==> config.mk <==
export PLATFORM = sky130hd
export DESIGN_NAME = frq_meter
export DESIGN_NICKNAME = d
export VERILOG_FILES = /design/src/rtl/frq_meter.sv
export SDC_FILE = /design/constraint.sdc
export NUM_CORES = 1
export LEC_CHECK = 0
export CAP_MARGIN = 30
export CORE_UTILIZATION = 57
export CTS_CLUSTER_SIZE = 14
export DETAILED_ROUTE_END_ITERATION = 7
export GPL_TIMING_DRIVEN = 0
export PLACE_DENSITY = 0.83
export SLEW_MARGIN = 20
export SYNTH_ARGS = -nofsm -noshare
export SYNTH_HDL_FRONTEND = slang
export SYNTH_SLANG_ARGS = --single-unit
==> constraint.sdc <==
create_clock -name clk -period 2.5 [get_ports clk]
set_input_delay 0.375 -clock clk [delete_from_list [all_inputs] [get_ports clk]]
set_output_delay 0.375 -clock clk [all_outputs]
set_load 0.01 [all_outputs]
==> src/rtl/frq_meter.sv <==
// Period meter: recovers the period of a slow asynchronous square wave in clk cycles.
// Define FRQ_METER_DUTY_EN to also measure the high time of each period.
module frq_meter #(
  parameter int WIDTH = 16
) (
  input  logic             clk,
  input  logic             rst_n,
  input  logic             en,
  input  logic             s_in,
  output logic [WIDTH-1:0] period,
  output logic             valid,
  output logic             locked,
  output logic             ovf
`ifdef FRQ_METER_DUTY_EN
  ,
  output logic [WIDTH-1:0] high_time
`endif
);

  typedef enum logic [1:0] {
    IDLE,
    ARM,
    MEASURE
  } state_t;

  // Last count value before a missing rise is declared an overflow.
  localparam logic [WIDTH-1:0] CNT_LAST = {{(WIDTH-1){1'b1}}, 1'b0};
  localparam logic [WIDTH-1:0] CNT_ONE  = WIDTH'(1);

  state_t           r_state;
  state_t           w_state_nxt;
  logic             r_sync1;
  logic             r_sync2;
  logic             r_sync3;
  logic [WIDTH-1:0] r_cnt;
  logic [WIDTH-1:0] r_period;
  logic             r_valid;
  logic             r_locked;
  logic             r_ovf;
  logic             w_rise;
  logic             w_meas_done;
  logic             w_ovf_hit;

  always_ff @(posedge clk or negedge rst_n) begin
    if (!rst_n) begin
      r_sync1 <= 1'b0;
      r_sync2 <= 1'b0;
      r_sync3 <= 1'b0;
    end else begin
      // NOTE: non-blocking assignments let every flop sample the pre-edge value,
      // which is what makes this a three-stage shift rather than one flop.
      r_sync1 <= s_in;
      r_sync2 <= r_sync1;
      r_sync3 <= r_sync2;
    end
  end

  assign w_rise      = r_sync2 & ~r_sync3;
  assign w_meas_done = (r_state == MEASURE) && en && w_rise;
  assign w_ovf_hit   = (r_state == MEASURE) && en && !w_rise && (r_cnt == CNT_LAST);

  always_ff @(posedge clk or negedge rst_n) begin
    if (!rst_n) r_state <= IDLE;
    else        r_state <= w_state_nxt;
  end

  always_comb begin
    // NOTE: default first so every path assigns w_state_nxt and no latch is inferred.
    w_state_nxt = r_state;
    if (!en) begin
      w_state_nxt = IDLE;
    end else begin
      case (r_state)
        IDLE:    w_state_nxt = ARM;
        ARM:     if (w_rise) w_state_nxt = MEASURE;
        MEASURE: if (w_ovf_hit) w_state_nxt = ARM;
        default: w_state_nxt = IDLE;
      endcase
    end
  end

  always_ff @(posedge clk or negedge rst_n) begin
    if (!rst_n) begin
      r_cnt    <= '0;
      r_period <= '0;
      r_valid  <= 1'b0;
      r_locked <= 1'b0;
      r_ovf    <= 1'b0;
    end else begin
      r_valid <= w_meas_done;
      r_ovf   <= w_ovf_hit;

      if (!en || (r_state != MEASURE) || w_rise || w_ovf_hit) r_cnt <= '0;
      else                                                   r_cnt <= r_cnt + CNT_ONE;

      if (w_meas_done) r_period <= r_cnt + CNT_ONE;

      if (!en || w_ovf_hit || (r_state == IDLE)) r_locked <= 1'b0;
      else if (w_meas_done)                      r_locked <= 1'b1;
    end
  end

  assign period = r_period;
  assign valid  = r_valid;
  assign locked = r_locked;
  assign ovf    = r_ovf;

`ifdef FRQ_METER_DUTY_EN
  logic             w_fall;
  logic             r_fall_seen;
  logic [WIDTH-1:0] r_hcnt;
  logic [WIDTH-1:0] r_high_time;

  assign w_fall = ~r_sync2 & r_sync3;

  // A period with no fall is a stuck-high input; report the whole period as high.
  always_ff @(posedge clk or negedge rst_n) begin
    if (!rst_n) begin
      r_fall_seen <= 1'b0;
      r_hcnt      <= '0;
      r_high_time <= '0;
    end else begin
      if (!en || (r_state != MEASURE) || w_rise) begin
        r_fall_seen <= 1'b0;
      end else if (w_fall) begin
        r_fall_seen <= 1'b1;
        r_hcnt      <= r_cnt + CNT_ONE;
      end
      if (w_meas_done) r_high_time <= r_fall_seen ? r_hcnt : (r_cnt + CNT_ONE);
    end
  end

  assign high_time = r_high_time;
`endif

endmodule

======== Word level (Yosys, flattened, before mapping) ========
Cells that the tools add are included.
operators by class
  add/sub/neg operators ................... 1
  eq/ne operators ......................... 6
  muxes and demuxes ....................... 7
  bitwise gates (word level) .............. 2
  reductions and logical operators ........ 14
operators with widths
  cell                     number
  $add A16 B1 Y16 const B  1
  $eq A16 B16 Y1 const B   1
  $mux W16                 1
  $mux W2                  3
  $ne A3 B3 Y1 const B     2
  $pmux W2 S3              1
  $logic_or A1 B1 Y1       5
  $logic_and A1 B1 Y1      4
  $eq A2 B1 Y1 const B     1
  $eq A2 B2 Y1 const B     1
  $logic_not A1 Y1         2
  $logic_not A2 Y1         1
  $mux W1                  2
  $ne A2 B2 Y1 const B     1
  $reduce_and A2 Y1        1
  $reduce_bool A2 Y1       1
  $and A1 B1 Y1            1
  $not A1 Y1               1
word-level totals
  register bits ........................... 40
  input port bits ......................... 4
  output and inout port bits .............. 19

======== Depth between registers and ports, before layout ========
Gate-level depths: netlist of run 1.
  depth after elaboration ................. 8
  gate-level depth with buffers ........... 8
  depth with buffers taken out ............ 7

======== Worst setup path before layout of run 1 ========
Ideal clock, no wire load.
  path kind ............................... register to register
  start ................................... reg r_cnt[0]
  end ..................................... reg r_period[14] (netlist: period[14])
  library setup time ...................... 0.125 ns
  arrival ................................. 1.335 ns
  required time ........................... 2.375 ns
  path slack .............................. 1.039 ns
  cell stages (with the launch flop) ...... 7
  path buffers ............................ 0
  period minus slack after synthesis ...... 1.461 ns
  cells stage by stage .................... dfrtp_1 -> ha_1 -> nand3_1 -> or2_1 -> nor3_2 -> xnor2_1 -> o21ai_1
on the way
  cells in the longest elaborated chain, start to end .. 1
ends and longest elaborated chain
  element                 line  source
  start, declared         35    logic [WIDTH-1:0] r_cnt;
  start signal, assigned  94    else r_cnt <= r_cnt + CNT_ONE;
  $add A16 B1 Y16         96    if (w_meas_done) r_period <= r_cnt + CNT_ONE;
  end signal, assigned    96
  end, declared           36    logic [WIDTH-1:0] r_period;
No other way between the ends.
A chain may end at the register's enable or synchronous reset.

======== Final worst setup path of run 1 ========
Same ends and word-level chain as after synthesis.

==> metrics.md, run 1 <==
| Metric | Value |
|---|---|
| Outcome | `complete, no violations` |
| Final net count | `191` |
| Synthesized cell area | `0.00163 mm^2` |
| Warnings from Yosys | `0` |
| Core ar. | `0.00273 mm^2` |
| Post-synth top area cell | `dfrtp_1` |
| Final std cells w/o fill | `217` |
| I/O pins | `23` |
| Sequential share of the synthesized area | `61.5%` |
| Cell Rows | `19` |
| Psw | `0.232 mW` |
| CTS tree | `built` |
| Tmin final | `1.74 ns` |
| Die area | `0.00307 mm^2` |
| Port Buffers | `22` |
| Kind of critical path | `reg2reg` |
| Clock root cell | `clkbuf_4` |
| Slew headroom | `70.8%` |
| Avg Inst Size Synth | `10.6 um^2` |
| Worst Hold Class | `reg2reg` |
| Async SR Flop Fraction | `100%` |
| Slew @ Worst Pin | `0.438 ns` |
| Final worst slack | `0.757 ns` |
| Residual DRC | `0` |
| VDD IR max | `0.613 mV` |
| Syn Nets | `160` |
| Area of the multi-input gates | `579 um^2` |
| RSZ-0062 raised after global routing | `false` |
| Die span in y | `55.4 um` |
| Top_reg_cell synth | `dfrtp_1` |
| Area delta synth->final | `22.6%` |
| Number of synthesized flops with an enable pin | `0` |
| Initial DRT Pass Iterations | `4` |
| Pint | `0.885 mW` |
| Clk Latency, worst-skew pair | `0.34 ns` |
| Pins Over Slew Limit | `0` |
| Antenna violations before repair | `0` |
| H-Tree Depth | `2` |
| Die width | `55.4 um` |
| DP Worst Slack | `0.441 ns` |
| Dpl cells | `208` |
| Max Cap Violations | `0` |
| Count of cell types in the netlist | `26` |
| Flop pwr share | `59.2%` |
| Fillers | `205` |
| Combinational power share | `3.9%` |
| Cells after Synth | `154` |
| Sink Count | `40` |
| First-pass GRT wire length | `5.31 mm` |
| Worst setup EP type | `flop` |
| CP max-delay cell | `dfrtp_1` |
| Total Wirelength | `3.05 mm` |
| GP Congestion | `0.823` |
| Largest net degree at the start of global routing | `24` |
| Inserted Clock Buffers | `5` |
| Vias per cell | `5.44` |
| Commonest non-fill, non-tap cell in the layout | `dfrtp_1` |
| Critical Path, Cell by Cell | `ha_1, nand3_1, or2_1, nor3_2, xnor2_1, o21ai_1` |
| Top post-synthesis cells by area | `dfrtp_1 (62%), o21ai_0 (5.5%), nand2_1 (5.5%), nor2_1 (5.5%), xor2_1 (4.8%)` |
| Post-DP HPWL | `2.24 mm` |
| Req. time, crit path | `2.73 ns` |
| Vias | `1180` |
| Peak Freq | `574 MHz` |
| Worst Path Arrival | `1.97 ns` |
| Initial core utilization | `59.5%` |
| Flip-flop and latch area | `0.00100 mm^2` |
| Hold depth | `0` |
| Share of layout cells above drive strength 1 | `9.14%` |
| First DRT Iteration DRCs | `33` |
| Final setup vio count | `0` |
| Critical Path Max Stage Delay | `0.46 ns` |
| Sw frac | `20.7%` |
| GRT Overall Usage | `22.9%` |
| Diodes inserted | `0` |
| Vias in the first global route | `1154` |
| Setup TNS | `0 ns` |
| CP Max Fanout | `6` |
| Seq cells post-synth | `40` |
| R2r setup slk | `0.76 ns` |
| Grt total ovfl | `0` |
| CTS clk-pin slew, worst paths | `0.11 ns` |
| Fin crit share | `69.7%` |
| Final Hold Vio Count | `0` |
| Worst setup SP type | `flop` |
| WL per Instance | `14.0 um` |
| Post-cts resize count | `0` |
| Static Leak | `0.867 nW` |
| Max clock buf depth | `2` |
| Final Skew | `0.0182 ns` |
| Yosys top cell area share | `61.5%` |
| Most frequent cells in the layout | `dfrtp_1 (40), nor2_1 (24), nand2_1 (24), clkdlybuf4s50_1 (21), o21ai_0 (18)` |
| Power per Cell Area | `560 mW/mm^2` |
| Clock share of power | `36.9%` |
| Number of nets still failing antenna checks after routing | `0` |
| Reg2Reg Depth | `6` |
## critical path, delay by kind of cell (launching register included)
kind            cells  cell delay (ns)
compound gates      1             0.11
xor+xnor            1             0.17
fa+ha+maj           1             0.23
flops               1             0.46
simple gates        3             0.66
## per-stage QoR
| stage | power [mW] | utilization, % | area [um^2] | hold WS, ns |
|---|---|---|---|---|
| 2_1_floorplan | 0.684 | - | 1630 | 0.0794 |
| 3_3_place_gp | 0.710 | 69.0 | 1890 | 0.333 |
| 3_5_place_dp | 0.717 | 69.8 | 1910 | 0.337 |
| 4_1_cts | 1.12 | 73.0 | 1990 | 0.389 |
| 5_1_grt | 1.15 | 73.0 | 1990 | 0.394 |
| 6_report | 1.12 | 73.0 | 1990 | 0.385 |
## Yosys cell counts (2+ instances only)
master    n
xor2_1    9
ha_1      2
and3_1    2
o21ai_0  18
nor2_1   24
nand4_1   5
nand3_1   7
inv_1     2
nand2_1  24
xnor2_1   5
dfrtp_1  40
buf_6     2
## routing by layer
metal	up-vias	global-route usage, %	routed length, um
li1	567	-	-
met1	587	29.9	1380
met2	21	37.0	1540
met3	5	5.15	91
met4	0	9.64	42
met5	-	0	0
## cell families (layout without fill, tap and decap cells)
kind of cell    Yosys count  after routing  synth area share, %
simple gates             72             72                 20.7
flops                    40             40                 61.5
compound gates           19             19                 5.85
xor+xnor                 14             14                 7.54
buf+inv                   7             39                 2.85
fa+ha+maj                 2              2                 1.54
## final cells by class
| cell class | instances | share of cell area, % |
|---|---|---|
| multi-input combinational | 107 | 29.0 |
| sequential | 40 | 50.2 |
| timing repair buffer | 24 | 12.7 |
| clock inverter | 2 | 1.76 |
| clock buffer | 6 | 2.07 |
| buffer | 5 | 1.94 |
| inverter | 2 | 0.376 |
| tap | 31 | 1.94 |
## worst paths after layout
check | start | end
hold reg to reg | r_sync1$_DFF_PN0_ | r_sync2$_DFF_PN0_
hold / removal | r_sync1$_DFF_PN0_ | r_sync2$_DFF_PN0_
min in group asynchronous | rst_n | locked$_DFFE_PN0P_
setup / recovery | r_cnt[0]$_DFF_PN0_ | period[14]$_DFFE_PN0P_
setup reg to reg | r_cnt[0]$_DFF_PN0_ | period[14]$_DFFE_PN0P_
max in group asynchronous | rst_n | r_cnt[11]$_DFF_PN0_
## timing repair
item	4_1_cts	5_1_grt
hold buffers	1	0
setup buffers	0	0
endpoints found under the setup margin	0	0
hold endpoints to repair	17	0
## power groups by stage
| stage | Clock [mW] | Sequential [mW] | Combinational, mW |
|---|---|---|---|
| 2_1_floorplan | 0 | 0.674 | 0.00958 |
| 6_report | 0.412 | 0.661 | 0.0437 |
| 4_1_cts | 0.418 | 0.661 | 0.0450 |
| 3_3_place_gp | 0 | 0.673 | 0.0377 |
| 3_5_place_dp | 0 | 0.673 | 0.0440 |
| 5_1_grt | 0.443 | 0.662 | 0.0498 |
## registers in the layout, summed over array words and instances, names as in the netlist
name     count
locked       1
r_sync2      1
period      16
r_sync3      1
r_cnt       16
valid        1
r_sync1      1
r_state      2
ovf          1
Power figures use the tool's default switching activity.
==> run 2, diff against run 1 <==
- CORE_UTILIZATION: 57 -> 48
- PLACE_DENSITY: 0.83 -> 0.74
- clock period: 2.5 -> 1.6 ns (I/O delays scaled with it)
==> run 2 against run 1 <==
Critical path depth unchanged. Hold slack worse by 0.062 ns. Global-route usage down 2.6 points. Via count up 2.7%. Combinational power up 57%. Worst setup slack worse by 0.74 ns. Die area up 18%. Clock power up 26%. Register-to-register slack worse by 0.74 ns. Maximum frequency up 10%.
==> metrics.md, run 2 (synthesis gave the netlist of run 1 again) <==
| Metric | Value |
|---|---|
| Worst Path Arrival | `1.82 ns (-0.15 ns)` |
| Slew headroom | `77.3% (+6.4 points)` |
| Final std cells w/o fill | `233 (+7.4%)` |
| Inserted Clock Buffers | `5 (unchanged)` |
| Flip-flop and latch area | `0.00100 mm^2 (+0.12%)` |
| Commonest non-fill, non-tap cell in the layout | `dfrtp_1` |
| Fin crit share | `98.8% (+29 points)` |
| Die area | `0.00363 mm^2 (+18%)` |
| Diodes inserted | `0 (unchanged)` |
| Pins Over Slew Limit | `0 (unchanged)` |
| Setup TNS | `0 ns (unchanged)` |
| Vias per cell | `5.20 (-4.3%)` |
| Antenna violations before repair | `0 (unchanged)` |
| Final worst slack | `0.0199 ns (-0.737 ns)` |
| GRT Overall Usage | `20.3% (-2.6 points)` |
| Die width | `60.2 um (+8.6%)` |
| Area delta synth->final | `27.2%` |
| Die span in y | `60.2 um (+8.6%)` |
| Grt total ovfl | `0 (unchanged)` |
| Peak Freq | `633 MHz (+10%)` |
| Final Skew | `0.00440 ns (-0.0138 ns)` |
| Req. time, crit path | `1.84 ns (-0.89 ns)` |
| Sink Count | `40 (unchanged)` |
| Port Buffers | `22 (unchanged)` |
| Max Cap Violations | `0 (unchanged)` |
| Worst Hold Class | `in2reg` |
| Clock root cell | `clkbuf_4` |
| Residual DRC | `0 (unchanged)` |
| I/O pins | `23 (unchanged)` |
| Tmin final | `1.58 ns (-0.163 ns)` |
| Outcome | `complete, no violations` |
| Initial DRT Pass Iterations | `4 (unchanged)` |
| Max clock buf depth | `2 (unchanged)` |
| Clk Latency, worst-skew pair | `0.34 ns (about the same)` |
| Area of the multi-input gates | `628 um^2 (+8.4%)` |
| Dpl cells | `221 (+6.3%)` |
| Post-DP HPWL | `2.20 mm (-2.0%)` |
| First DRT Iteration DRCs | `48 (+45%)` |
| DP Worst Slack | `-0.326 ns (-0.767 ns)` |
| Final setup vio count | `0 (unchanged)` |
| Worst setup EP type | `flop` |
| WL per Instance | `13.8 um (-1.8%)` |
| CP Max Fanout | `4 (-2)` |
| Total Wirelength | `3.21 mm (+5.5%)` |
| Cell Rows | `20 (+1)` |
| Final Hold Vio Count | `0 (unchanged)` |
| Static Leak | `0.893 nW (+3.0%)` |
| Most frequent cells in the layout | `dfrtp_1 (39), nor2_1 (22), nand2_1 (22), clkdlybuf4s50_1 (21), o21ai_0 (17)` |
| CTS tree | `built` |
| Power per Cell Area | `783 mW/mm^2 (+40%)` |
| H-Tree Depth | `2 (unchanged)` |
| Vias | `1212 (+2.7%)` |
| GP Congestion | `0.798 (-3.1%)` |
| Worst setup SP type | `flop` |
| Largest net degree at the start of global routing | `28 (+17%)` |
| Slew @ Worst Pin | `0.341 ns (-0.0966 ns)` |
| Fillers | `241 (+18%)` |
| First-pass GRT wire length | `5.27 mm (-0.66%)` |
| Number of nets still failing antenna checks after routing | `0 (unchanged)` |
| Final net count | `194 (+1.6%)` |
| Kind of critical path | `reg2reg` |
| Vias in the first global route | `1170 (+1.4%)` |
| Core ar. | `0.00313 mm^2 (+14%)` |
| Share of layout cells above drive strength 1 | `15.9% (+6.7 points)` |
| CTS clk-pin slew, worst paths | `0.11 ns (about the same)` |
| VDD IR max | `0.547 mV (-11%)` |
| Initial core utilization | `52.0% (-7.5 points)` |
-- run 2: cell count changes in the layout (fill, tap and decap cells not counted), moves of 2 or more --
| cell | previous run | this run |
|---|---|---|
| nor2_1 | 24 | 22 |
| buf_4 | 1 | 5 |
| nor2_2 | 0 | 2 |
| nand2_1 | 24 | 22 |
-- run 2: what timing repair did --
item / CTS / global route
setup buffers: 3 / 1
hold buffers: 1 / 0
setup endpoints to repair: 22 / 26
gates resized for setup: 5 / 11
endpoints found under the hold margin: 13 / 0
pin swaps: 2 / 6
-- run 2: cell type report --
type / count / area share, %
clock buffer: 8 / 2.84
sequential: 40 / 48.5
multi-input combinational: 107 / 30.4
inverter: 2 / 0.363
tap: 44 / 2.66
timing repair buffer: 28 / 13.3
buffer: 4 / 2.00
-- run 2: layer usage --
layer	vias to the layer above	GRT usage, %	wire length (um)
met2	24	32.2	1600
met4	0	7.97	46
met5	-	0	0
li1	576	-	-
met1	605	27.0	1470
met3	7	4.55	88
-- run 2: power breakdown --
group	total [mW]	switching, mW	internal (mW)
clock	0.519	0.302	0.217
combinational	0.0685	0.0379	0.0307
sequential	1.03	0.00834	1.02
-- run 2: worst max-delay path, cell delays in order (launching register included) --
cell     delay, ns
dfrtp_2       0.41
ha_2          0.23
nand3_4       0.10
or2_4         0.26
nor3_4        0.21
xnor2_2       0.16
o21ai_1       0.10
-- run 2: final timing paths --
path	startpoint	to	slack, ns	cells past startpoint
worst max register to register	r_cnt[0]$_DFF_PN0_	period[14]$_DFFE_PN0P_	0.02	6
max in group asynchronous	rst_n	r_cnt[0]$_DFF_PN0_	0.82	3
worst max-delay path	r_cnt[0]$_DFF_PN0_	period[14]$_DFFE_PN0P_	0.02	6
worst min register to register	r_sync1$_DFF_PN0_	r_sync2$_DFF_PN0_	0.36	0
min in group asynchronous	rst_n	period[15]$_DFFE_PN0P_	0.33	2
worst min-delay path	s_in	r_sync1$_DFF_PN0_	0.32	1
-- run 2: per-stage QoR --
stage / util, % / power, mW / hold WS, ns / cell area, um^2
floorplan: - / 1.07 / -0.0556 / 1630
global placement: 60.8 / 1.11 / 0.333 / 1900
detailed placement: 61.3 / 1.12 / 0.164 / 1920
CTS: 64.6 / 1.63 / 0.322 / 2020
global route: 66.1 / 1.67 / 0.309 / 2070
finish: 66.1 / 1.62 / 0.323 / 2070
==> run 3, diff against run 2 <==
- CAP_MARGIN: 30 -> 20
- SKIP_LAST_GASP: unset -> 1
==> run 3 against run 2 <==
Hold slack gained 0.0027 ns. Total power down 0.25%. Core utilization decreased by 0.44 points. Global-route usage did not move. Count of clock-buffer cells in the layout is the same. Clock skew increased by 0.0017 ns. Design area decreased by 0.67%. Via count increased by 0.33%. Worst setup slack worse by 0.0095 ns. Non-clock buffer count unchanged. Sequential power is essentially flat. Cell count unchanged. Largest power group unchanged. Highest routed layer unchanged.
==> metrics.md, run 3 (synthesis gave the netlist of run 1 again) <==
| Metric | Value |
|---|---|
| Outcome | `complete, no violations` |
| Final setup vio count | `0 (unchanged)` |
| First DRT Iteration DRCs | `39 (-19%)` |
| Share of layout cells above drive strength 1 | `14.3% (-1.6 points)` |
| Setup TNS | `0 ns (unchanged)` |
| Final std cells w/o fill | `233 (unchanged)` |
| I/O pins | `23 (unchanged)` |
| Sink Count | `40 (unchanged)` |
| R2r setup slk | `0.01 ns (about the same)` |
| Grt total ovfl | `0 (unchanged)` |
| Power per Cell Area | `786 mW/mm^2 (+0.42%)` |
| Total Wirelength | `3.12 mm (-2.7%)` |
| Initial DRT Pass Iterations | `4 (unchanged)` |
| Number of nets still failing antenna checks after routing | `0 (unchanged)` |
| Worst setup SP type | `flop` |
| Static Leak | `0.874 nW (-2.1%)` |
| Most frequent cells in the layout | `dfrtp_1 (39), nor2_1 (23), nand2_1 (22), clkdlybuf4s50_1 (21), o21ai_0 (16)` |
| First-pass GRT wire length | `5.27 mm (unchanged)` |
| Final Hold Vio Count | `0 (unchanged)` |
| H-Tree Depth | `2 (unchanged)` |
| VDD IR max | `0.546 mV (-0.20%)` |
| Worst setup EP type | `flop` |
| Peak Freq | `629 MHz (-0.60%)` |
| Core ar. | `0.00313 mm^2 (unchanged)` |
| Diodes inserted | `0 (unchanged)` |
| Vias in the first global route | `1170 (unchanged)` |
| Vias | `1216 (+0.33%)` |
| Reg2Reg Depth | `6 (unchanged)` |
| Area delta synth->final | `26.3%` |
| GRT Overall Usage | `20.3% (unchanged)` |
| R2r endpoint | `period[14]$_DFFE_PN0P_` |
| Clk Latency, worst-skew pair | `0.34 ns (about the same)` |
| Slew headroom | `77.3% (+0.078 points)` |
| GP Congestion | `0.798 (unchanged)` |
| Final Skew | `0.00609 ns (+0.00169 ns)` |
| Post-DP HPWL | `2.20 mm (unchanged)` |
| Worst Hold Class | `in2async` |
| Pins Over Slew Limit | `0 (unchanged)` |
| Largest net degree at the start of global routing | `28 (unchanged)` |
| Inserted Clock Buffers | `5 (unchanged)` |
| DP Worst Slack | `-0.326 ns (unchanged)` |
| Final worst slack | `0.0104 ns (-0.00952 ns)` |
| Vias per cell | `5.22 (+0.33%)` |
| Die area | `0.00363 mm^2 (unchanged)` |
| Slew @ Worst Pin | `0.340 ns (-0.00118 ns)` |
| Cell Rows | `20 (unchanged)` |
| Port Buffers | `22 (unchanged)` |
| CP Max Fanout | `4 (unchanged)` |
| Residual DRC | `0 (unchanged)` |
| Kind of critical path | `reg2reg` |
| Commonest non-fill, non-tap cell in the layout | `dfrtp_1` |
| Final net count | `194 (unchanged)` |
| Die width | `60.2 um (unchanged)` |
| CTS tree | `built` |
| Cell Area, Placed | `0.00192 mm^2 (unchanged)` |
| Power Total | `1.62 mW (-0.25%)` |
| Fin crit share | `99.3% (+0.59 points)` |
| Clock root cell | `clkbuf_4` |
| Tmin final | `1.59 ns (+0.00952 ns)` |
| Initial core utilization | `52.0% (unchanged)` |
| Design area | `0.00205 mm^2 (-0.67%)` |
| WL per Instance | `13.4 um (-2.7%)` |
| Die span in y | `60.2 um (unchanged)` |
| CTS clk-pin slew, worst paths | `0.11 ns (about the same)` |
| Antenna violations before repair | `0 (unchanged)` |
| Dpl cells | `221 (unchanged)` |
| Worst Path Arrival | `1.82 ns (about the same)` |
| Max clock buf depth | `2 (unchanged)` |
| RSZ-0062 raised after global routing | `true` |
| Req. time, crit path | `1.83 ns (about the same)` |
| Reg2reg start | `r_cnt[0]$_DFF_PN0_` |
| Max Cap Violations | `0 (unchanged)` |
-- run 3: critical path, stage by stage (launching register included) --
cell and delay, ns:
dfrtp_2 0.41, ha_2 0.23, nand3_4 0.10, or2_1 0.27
nor3_2 0.19, xnor2_1 0.18, o21ai_1 0.11
-- run 3: repair_timing --
action                     CTS  global route
gates resized for setup      4             9
hold buffers                 1             0
setup endpoints to repair   22            26
setup buffers                3             1
hold endpoints to repair    13             0
pin swaps                    0             6
-- run 3: layout make-up --
type | count | area (um^2)
Sequential cell | 40 | 1000
Buffer | 4 | 41.3
Tap cell | 44 | 55.1
Multi-Input combinational cell | 107 | 614
Inverter | 2 | 7.51
Clock buffer | 8 | 58.8
Timing Repair Buffer | 28 | 275
Fill cell | 244 | 1070
-- run 3: power breakdown --
group          internal [mW]  switching, mW  total, mW
Sequential              1.02        0.00851       1.03
Combinational         0.0307         0.0378     0.0684
Clock                  0.217          0.298      0.515
Total                   1.27          0.344       1.62
-- run 3: layer usage --
layer	part of all wire [%]	routed length, um	global-route usage, %
met1	47	1460	27.0
met4	1.4	45	7.97
met3	2.8	89	4.55
met5	0	0	0
met2	49	1530	32.2
-- run 3: metrics by stage --
step	util, %	hold WS, ns
after floorplan	-	-0.0556
after global placement	60.8	0.333
after detailed placement	61.3	0.164
after CTS	64.6	0.322
after global routing	65.7	0.309
final	65.7	0.326
-- run 3: how the worst max path moves through the flow --
stage                                  start                      to  slack [ns]  depth (start not counted)
final                     r_cnt[0]$_DFF_PN0_  period[14]$_DFFE_PN0P_        0.01                          6
after global routing      r_cnt[0]$_DFF_PN0_  period[14]$_DFFE_PN0P_       -0.05                          6
after global placement                 rst_n     r_cnt[11]$_DFF_PN0_       -0.60                          1
after floorplan           r_cnt[0]$_DFF_PN0_  period[14]$_DFFE_PN0P_        0.14                          6
after CTS                 r_cnt[0]$_DFF_PN0_  period[14]$_DFFE_PN0P_       -0.02                          6
after detailed placement                  en   period[6]$_DFFE_PN0P_       -0.33                          7
